--- src/rtl/bot_hs_pkg.sv ---
// Shared types and constants for the bot update/acknowledge handshake.
// Holds the channel state encoding, default widths and the info-word field positions.
package bot_hs_pkg;

  typedef enum logic {
    IDLE = 1'b0,
    PEND = 1'b1
  } ch_state_e;

  localparam int BOT_INFO_W = 32;
  localparam int BOT_MISS_W = 8;

  // Field layout of one channel's info word: {LocX, LocY, Sensors, BotInfo}
  localparam int LOCX_MSB    = 31;
  localparam int LOCX_LSB    = 24;
  localparam int LOCY_MSB    = 23;
  localparam int LOCY_LSB    = 16;
  localparam int SENSORS_MSB = 15;
  localparam int SENSORS_LSB = 8;
  localparam int BOTINFO_MSB = 7;
  localparam int BOTINFO_LSB = 0;

endpackage

--- src/rtl/bot_upd_chan.sv ---
// One update channel: rising-edge event detect, IDLE/PEND FSM, optional info snapshot
// (BOT_SNAPSHOT_EN) and a saturating missed-update counter.
module bot_upd_chan
  import bot_hs_pkg::*;
#(
  parameter int INFO_W = BOT_INFO_W,
  parameter int MISS_W = BOT_MISS_W
) (
  input  logic              clk,
  input  logic              rst,
  input  logic              upd_i,
  input  logic              ack_i,
  input  logic              clr_miss_i,
  input  logic [INFO_W-1:0] info_i,
  output logic              pending_o,
  output logic [INFO_W-1:0] info_o,
  output logic [MISS_W-1:0] miss_o
);

  localparam logic [MISS_W-1:0] MISS_MAX = '1;

  ch_state_e         state_q, state_d;
  logic              upd_q;
  logic [MISS_W-1:0] miss_q, miss_d;
  logic              ev;
  logic              ovf;

  assign ev = upd_i & ~upd_q;

  always_ff @(posedge clk or posedge rst) begin
    if (rst) begin
      state_q <= IDLE;
      upd_q   <= 1'b0;
      miss_q  <= '0;
    end else begin
      state_q <= state_d;
      upd_q   <= upd_i;
      miss_q  <= miss_d;
    end
  end

  // An event arriving together with an ack replaces the consumed one, so only
  // an event with no ack counts as an overflow.
  always_comb begin
    state_d = state_q;
    ovf     = 1'b0;
    case (state_q)
      IDLE: begin
        if (ev) state_d = PEND;
      end
      PEND: begin
        if (ev) begin
          ovf = ~ack_i;
        end else if (ack_i) begin
          state_d = IDLE;
        end
      end
      default: state_d = IDLE;
    endcase
  end

  always_comb begin
    miss_d = miss_q;
    if (clr_miss_i) begin
      miss_d = MISS_W'(ovf);
    end else if (ovf && (miss_q != MISS_MAX)) begin
      miss_d = miss_q + MISS_W'(1);
    end
  end

  assign pending_o = (state_q == PEND);
  assign miss_o    = miss_q;

`ifdef BOT_SNAPSHOT_EN
  logic [INFO_W-1:0] snap_q;

  always_ff @(posedge clk or posedge rst) begin
    if (rst) begin
      snap_q <= '0;
    end else if (ev) begin
      snap_q <= info_i;
    end
  end

  assign info_o = snap_q;
`else
  assign info_o = info_i;
`endif

endmodule

--- src/rtl/bot_upd_handshake.sv ---
// NCH independent bot update/ack channels plus interrupt OR and lowest-index priority encoder.
// Define BOT_SNAPSHOT_EN to freeze each channel's info word at event time.
module bot_upd_handshake
  import bot_hs_pkg::*;
#(
  parameter int NCH    = 1,
  parameter int INFO_W = BOT_INFO_W,
  parameter int MISS_W = BOT_MISS_W
) (
  input  logic                                clk,
  input  logic                                rst,
  input  logic [NCH-1:0]                      upd_i,
  input  logic [NCH-1:0]                      ack_i,
  input  logic [NCH-1:0]                      clr_miss_i,
  input  logic [NCH*INFO_W-1:0]               info_i,
  output logic [NCH-1:0]                      pending_o,
  output logic                                irq_o,
  output logic [((NCH > 1) ? $clog2(NCH) : 1)-1:0] chan_o,
  output logic [NCH*INFO_W-1:0]               info_o,
  output logic [NCH*MISS_W-1:0]               miss_o
);

  localparam int CHAN_W = (NCH > 1) ? $clog2(NCH) : 1;

  genvar gi;
  generate
    for (gi = 0; gi < NCH; gi++) begin : g_chan
      bot_upd_chan #(
        .INFO_W(INFO_W),
        .MISS_W(MISS_W)
      ) u_chan (
        .clk       (clk),
        .rst       (rst),
        .upd_i     (upd_i[gi]),
        .ack_i     (ack_i[gi]),
        .clr_miss_i(clr_miss_i[gi]),
        .info_i    (info_i[gi*INFO_W +: INFO_W]),
        .pending_o (pending_o[gi]),
        .info_o    (info_o[gi*INFO_W +: INFO_W]),
        .miss_o    (miss_o[gi*MISS_W +: MISS_W])
      );
    end
  endgenerate

  assign irq_o = |pending_o;

  // Scan downwards so the lowest pending index is the last writer.
  always_comb begin
    chan_o = '0;
    for (int i = NCH - 1; i >= 0; i--) begin
      if (pending_o[i]) chan_o = CHAN_W'(i);
    end
  end

endmodule

--- config.mk ---
export PLATFORM = sky130hd
export DESIGN_NAME = bot_upd_handshake
export DESIGN_NICKNAME = d
export VERILOG_FILES = /design/src/rtl/bot_hs_pkg.sv /design/src/rtl/bot_upd_chan.sv /design/src/rtl/bot_upd_handshake.sv
export SDC_FILE = /design/constraint.sdc
export NUM_CORES = 1
export LEC_CHECK = 0
export CAP_MARGIN = 40
export CORE_UTILIZATION = 29
export CTS_CLUSTER_DIAMETER = 60
export DETAILED_ROUTE_END_ITERATION = 10
export HOLD_SLACK_MARGIN = 0.15
export PLACE_DENSITY = 0.8
export SLEW_MARGIN = 20
export SYNTH_ARGS = -nofsm -noshare
export SYNTH_HDL_FRONTEND = slang
export SYNTH_SLANG_ARGS = --single-unit
export TNS_END_PERCENT = 100
--- constraint.sdc ---
create_clock -name clk -period 1.86 [get_ports clk]
set_clock_uncertainty 0.15 [all_clocks]
set_input_delay 0.372 -clock clk [delete_from_list [all_inputs] [get_ports clk]]
set_output_delay 0.372 -clock clk [all_outputs]
set_load 0.01 [all_outputs]
; Word level (Yosys, flattened, before mapping)
; Index checks and enable logic that the tools add are counted.
[word_totals]
word_cells = 19
input_bits = 37
regBits = 10
[op_classes]
n_eq_ne = 1
reduce_logical = 2
mux = 8
n_addsub = 1
n_bitwise = 4
[op_table]
columns = op, n
row1 = 8-bit 2-to-1 mux, 2
row2 = "8-bit by 1-bit adder with 8-bit output, second input constant", 1
row3 = "8-bit inequality test, second input constant", 1
row4 = 1-bit 2-to-1 mux, 5
row5 = 1-bit inverter, 3
row6 = 1-bit case mux with 2 select lines, 1
row7 = 2-bit nonzero test, 1
row8 = 1-bit AND, 1
row9 = 1-bit logical AND, 1

; Logic depth before layout (Yosys ltp)
[depth]
ltp_word = 7
mapped_depth = 5
ltp_nobuf = 5

; Modules after synthesis
; A second synthesis with hierarchy kept.
[unflattened]
hier_cells = 89
hier_area_um2 = 837.1
[modules_own_cells]
columns = module, instances, cells_per_inst, area_per_inst_um2, seq_area_each_um2
row1 = bot_upd_chan, 1, 86, 818.3, 250.2
row2 = bot_upd_handshake, 1, 3, 18.8, 0.0

; Worst setup path before layout
; No wires, ideal clock.
[synth_timing]
path_type = register to register
start = reg g_chan[0].u_chan.miss_q[0]
end = reg g_chan[0].u_chan.miss_q[7]
t_arrival_ps = 1297
n_path_buf = 0
stages_incl_launch_ff = 6
required_time_ps = 1591
slack_ps = 294
cell_sequence = dfrtp_1 ha_1 nand3_1 o211ai_4 o21a_1 o21ba_1
[synth_between]
elab_chain_len = 3
[synth_lines]
columns = item, line
row1 = from (decl), bot_upd_chan.sv:24  ; logic [MISS_W-1:0] miss_q, miss_d;
row2 = from (signal assigned), bot_upd_chan.sv:38  ; miss_q <= miss_d;
row3 = 8-bit by 1-bit adder with 8-bit output or 8-bit inequality test (tied branches), "bot_upd_chan.sv:67, bot_upd_chan.sv:66"
row4 = 8-bit 2-to-1 mux or 1-bit logical AND (tied branches), bot_upd_chan.sv:66  ; end else if (ovf && (miss_q != MISS_MAX)) begin
row5 = 8-bit 2-to-1 mux or 2-bit nonzero test (tied branches), --
; Parallel ways exist; a longest one is shown, timed or not. The select of a mux whose other input is x is not followed.
; A chain may end at the register's enable or synchronous reset.

; Final worst setup path
[layout_timing]
start = reg g_chan[0].u_chan.miss_q[7]
end = out miss_o[7]
[layout_rtl]
columns = item, line
row1 = to (decl), bot_upd_handshake.sv:20  ; output logic [NCH*MISS_W-1:0] miss_o
; No word-level cell between the ends.

==> out/metrics.cfg <==
[yosys]
yosysTopAreaCell = buf_4
yosys_warnings = 0
ys_seq_area_share_pct = 31.5
synthDominantCellAreaShare_pct = 32.2
syn_nets = 120
syn_avg_cell_area_um2 = 9.67
ys_async_sr_fraction_pct = 100
ys_types = 26
synth-seq-cells = 10
synth_edf_count = 0
netlist_top_cells_area = buf_4 (32%), dfrtp_1 (32%), xor2_1 (4.4%), nand4_4 (2.7%), o211ai_4 (2.7%)
mappedNetlistArea_um2 = 793
yosysMostFrequentCell = buf_4
synth_flop_cell = dfrtp_1
synth_common_cells = buf_4 (34), dfrtp_1 (10), nor2_1 (5), inv_1 (4), xor2_1 (4)
syn_inst = 82

[layout]
drive_gt1_share_pct = 16.9
nFillCells = 281
antenna_cells = 0
regArea_um2 = 254
area_delta_synth_final_pct = -6.78
final_area_um2 = 739
nets = 105
multiInputGateArea_um2 = 263

[cts]
cts_tree = yes
post_cts_buffers = 0
cts_buffers = 3
h-tree-depth = 1
clkSlewWorstSetupHoldPaths_ps = 60
clk_path_buf_depth = 2
clkLatencyLatePin_ps = 260
cts_num_sinks = 10
cts-root-buf = clkbuf_4

[placement]
gp_congestion = 0.878
dp_hpwl_um = 960
port_buffers = 14
postPlaceCellArea_um2 = 713
place_ws_ps = -28.1

[floorplan]
row_count = 18
die_area_mm2 = 0.00295
dieWidth_um = 54.3
num_io_pins = 80
core_mm2 = 0.00252
start_util_pct = 31.4
die_h_um = 54.3

[route]
vias = 433
wl_per_cell_um = 13.4
wirelength_mm = 1.27
drt_pre_antenna_iters = 1
ant_nets = 0
drc = 0
via_per_inst = 4.56
initialDrtViolationCount = 0

[global_route]
gr-total-overflow = 0
antenna_found_initial = 0
grt_start_max_net_pins = 11
grt_pass1_vias = 457
grt_pass1_wl_mm = 2.11
track_usage_pct = 10.7

[sta]
period_needed_ps = 1780
fin_tns_setup_ps = 0
rsz0062_at_grt = no
finalHoldViolCount = 0
period_share_pct = 95.6
fmax_ghz = 0.562
whs_ps = 250
finalSetupViolations = 0
slew_viol_final = 0
worst_slack_ps = 82.2

[status]
outcome = complete, no violations

[critical_path]
critPathRequiredTime_ps = 1340
cp_slowest_cell = clkdlybuf4s50_1
crit_chain = clkdlybuf4s50_1
path_class = reg -> out
crit_arrival_ps = 1260
cp-end-kind = output port
critical-path-max-stage-delay_ps = 570
cp_top_family = buffers and inverters
worstPathMaxFanout = 5
worstSetupStartpointType = flop
critPathBufInv = 1

[power]
p_leak_nw = 0.321
cellPowerDensity_mw_per_mm2 = 568
peakVddDrop_uv = 226

[job]
maxCapViolCount = 0

[min_path]
worstHoldPathType = in -> async

==> cell usage in the layout, fill, tap and decap left out <==
master | netlist | final
nand4_1 | 1 | 1
o21ba_1 | 1 | 1
o211ai_1 | 2 | 2
o2111ai_1 | 2 | 2
and2_1 | 2 | 2
xor2_1 | 4 | 4
o22ai_1 | 1 | 1
nand2_1 | 1 | 1
clkbuf_4 | 0 | 3
buf_4 | 34 | 1
nand3b_1 | 1 | 1
and4bb_4 | 1 | 1
nor3_1 | 2 | 2
mux2i_1 | 1 | 1
nand4_4 | 1 | 1
o21a_1 | 1 | 1
o211ai_4 | 1 | 1
o21ai_2 | 1 | 1
dfrtp_2 | 0 | 3
dfrtp_1 | 10 | 7
inv_1 | 4 | 4
a211oi_1 | 1 | 1
and3_1 | 1 | 1
clkdlybuf4s50_1 | 0 | 14
conb_1 | 1 | 1
ha_1 | 1 | 1
nor2_1 | 5 | 5
nand3_1 | 1 | 1
==> power breakdown <==
part | internal, W | total (W) | switching, W
clock network | 0.0000748 | 0.000149 | 0.0000740
registers | 0.000222 | 0.000227 | 0.00000477
logic | 0.0000246 | 0.0000440 | 0.0000193
total | 0.000322 | 0.000420 | 0.0000981
==> final cells by class <==
cell class | count | share of cell area, %
Tap cell | 30 | 5.08
Multi-Input combinational cell | 33 | 35.5
Timing Repair Buffer | 15 | 20.0
Clock buffer | 3 | 3.05
Inverter | 4 | 2.03
Sequential cell | 10 | 34.3
==> what timing repair did <==
item | CTS | global route
gates cloned | 0 | 0
setup endpoints to repair | 1 | 2
resized for setup | 1 | 2
hold buffers | 0 | 0
==> layer usage <==
layer	vias up	wire length, um	GRT usage (%)
met5	-	0	0
met4	0	34	10.7
met3	8	146	5.28
met2	18	615	15.7
met1	202	476	10.7
li1	205	-	-
==> metrics by stage <==
stage	instances	total power [W]	utilization, %
after floorplan	82	0.000326	-
after global placement	92	0.000275	28.3
after detailed placement	92	0.000276	28.3
after CTS	95	0.000430	29.2
after global routing	95	0.000447	29.3
final	95	0.000420	29.3
==> final timing paths <==
check	from	end	slack [ps]	cells past startpoint
setup reg to reg	g_chan[0].u_chan.miss_o[0]	g_chan[0].u_chan.miss_o[5]	230	5
min in group clk	g_chan[0].u_chan.upd_q	g_chan[0].u_chan.pending_o	310	1
setup / recovery	g_chan[0].u_chan.miss_o[7]	miss_o[7]	80	1
hold reg to reg	g_chan[0].u_chan.upd_q	g_chan[0].u_chan.pending_o	310	1
hold / removal	rst	g_chan[0].u_chan.pending_o	250	2
max in group asynchronous	rst	g_chan[0].u_chan.miss_o[3]	1000	2
==> cells by family (layout without fill, tap and decap cells) <==
| kind of cell | after synthesis | in the layout | synth area share (%) |
|---|---|---|---|
| buffers and inverters | 39 | 22 | 35.3 |
| and+or+nand+nor | 16 | 16 | 13.6 |
| AOI/OAI and AO/OA | 10 | 10 | 11.8 |
| DFF | 10 | 10 | 31.5 |
| xor gates and xnor gates | 4 | 4 | 4.42 |
| adders and majority gates | 1 | 1 | 1.58 |
| other | 1 | 1 | 0.473 |
| muxes | 1 | 1 | 1.26 |
==> flip-flops by register name, indices dropped and copies added, names as in the netlist <==
name	count
g_chan.u_chan.miss_o	8
g_chan.u_chan.pending_o	1
g_chan.u_chan.upd_q	1
Power figures use the tool's default switching activity.
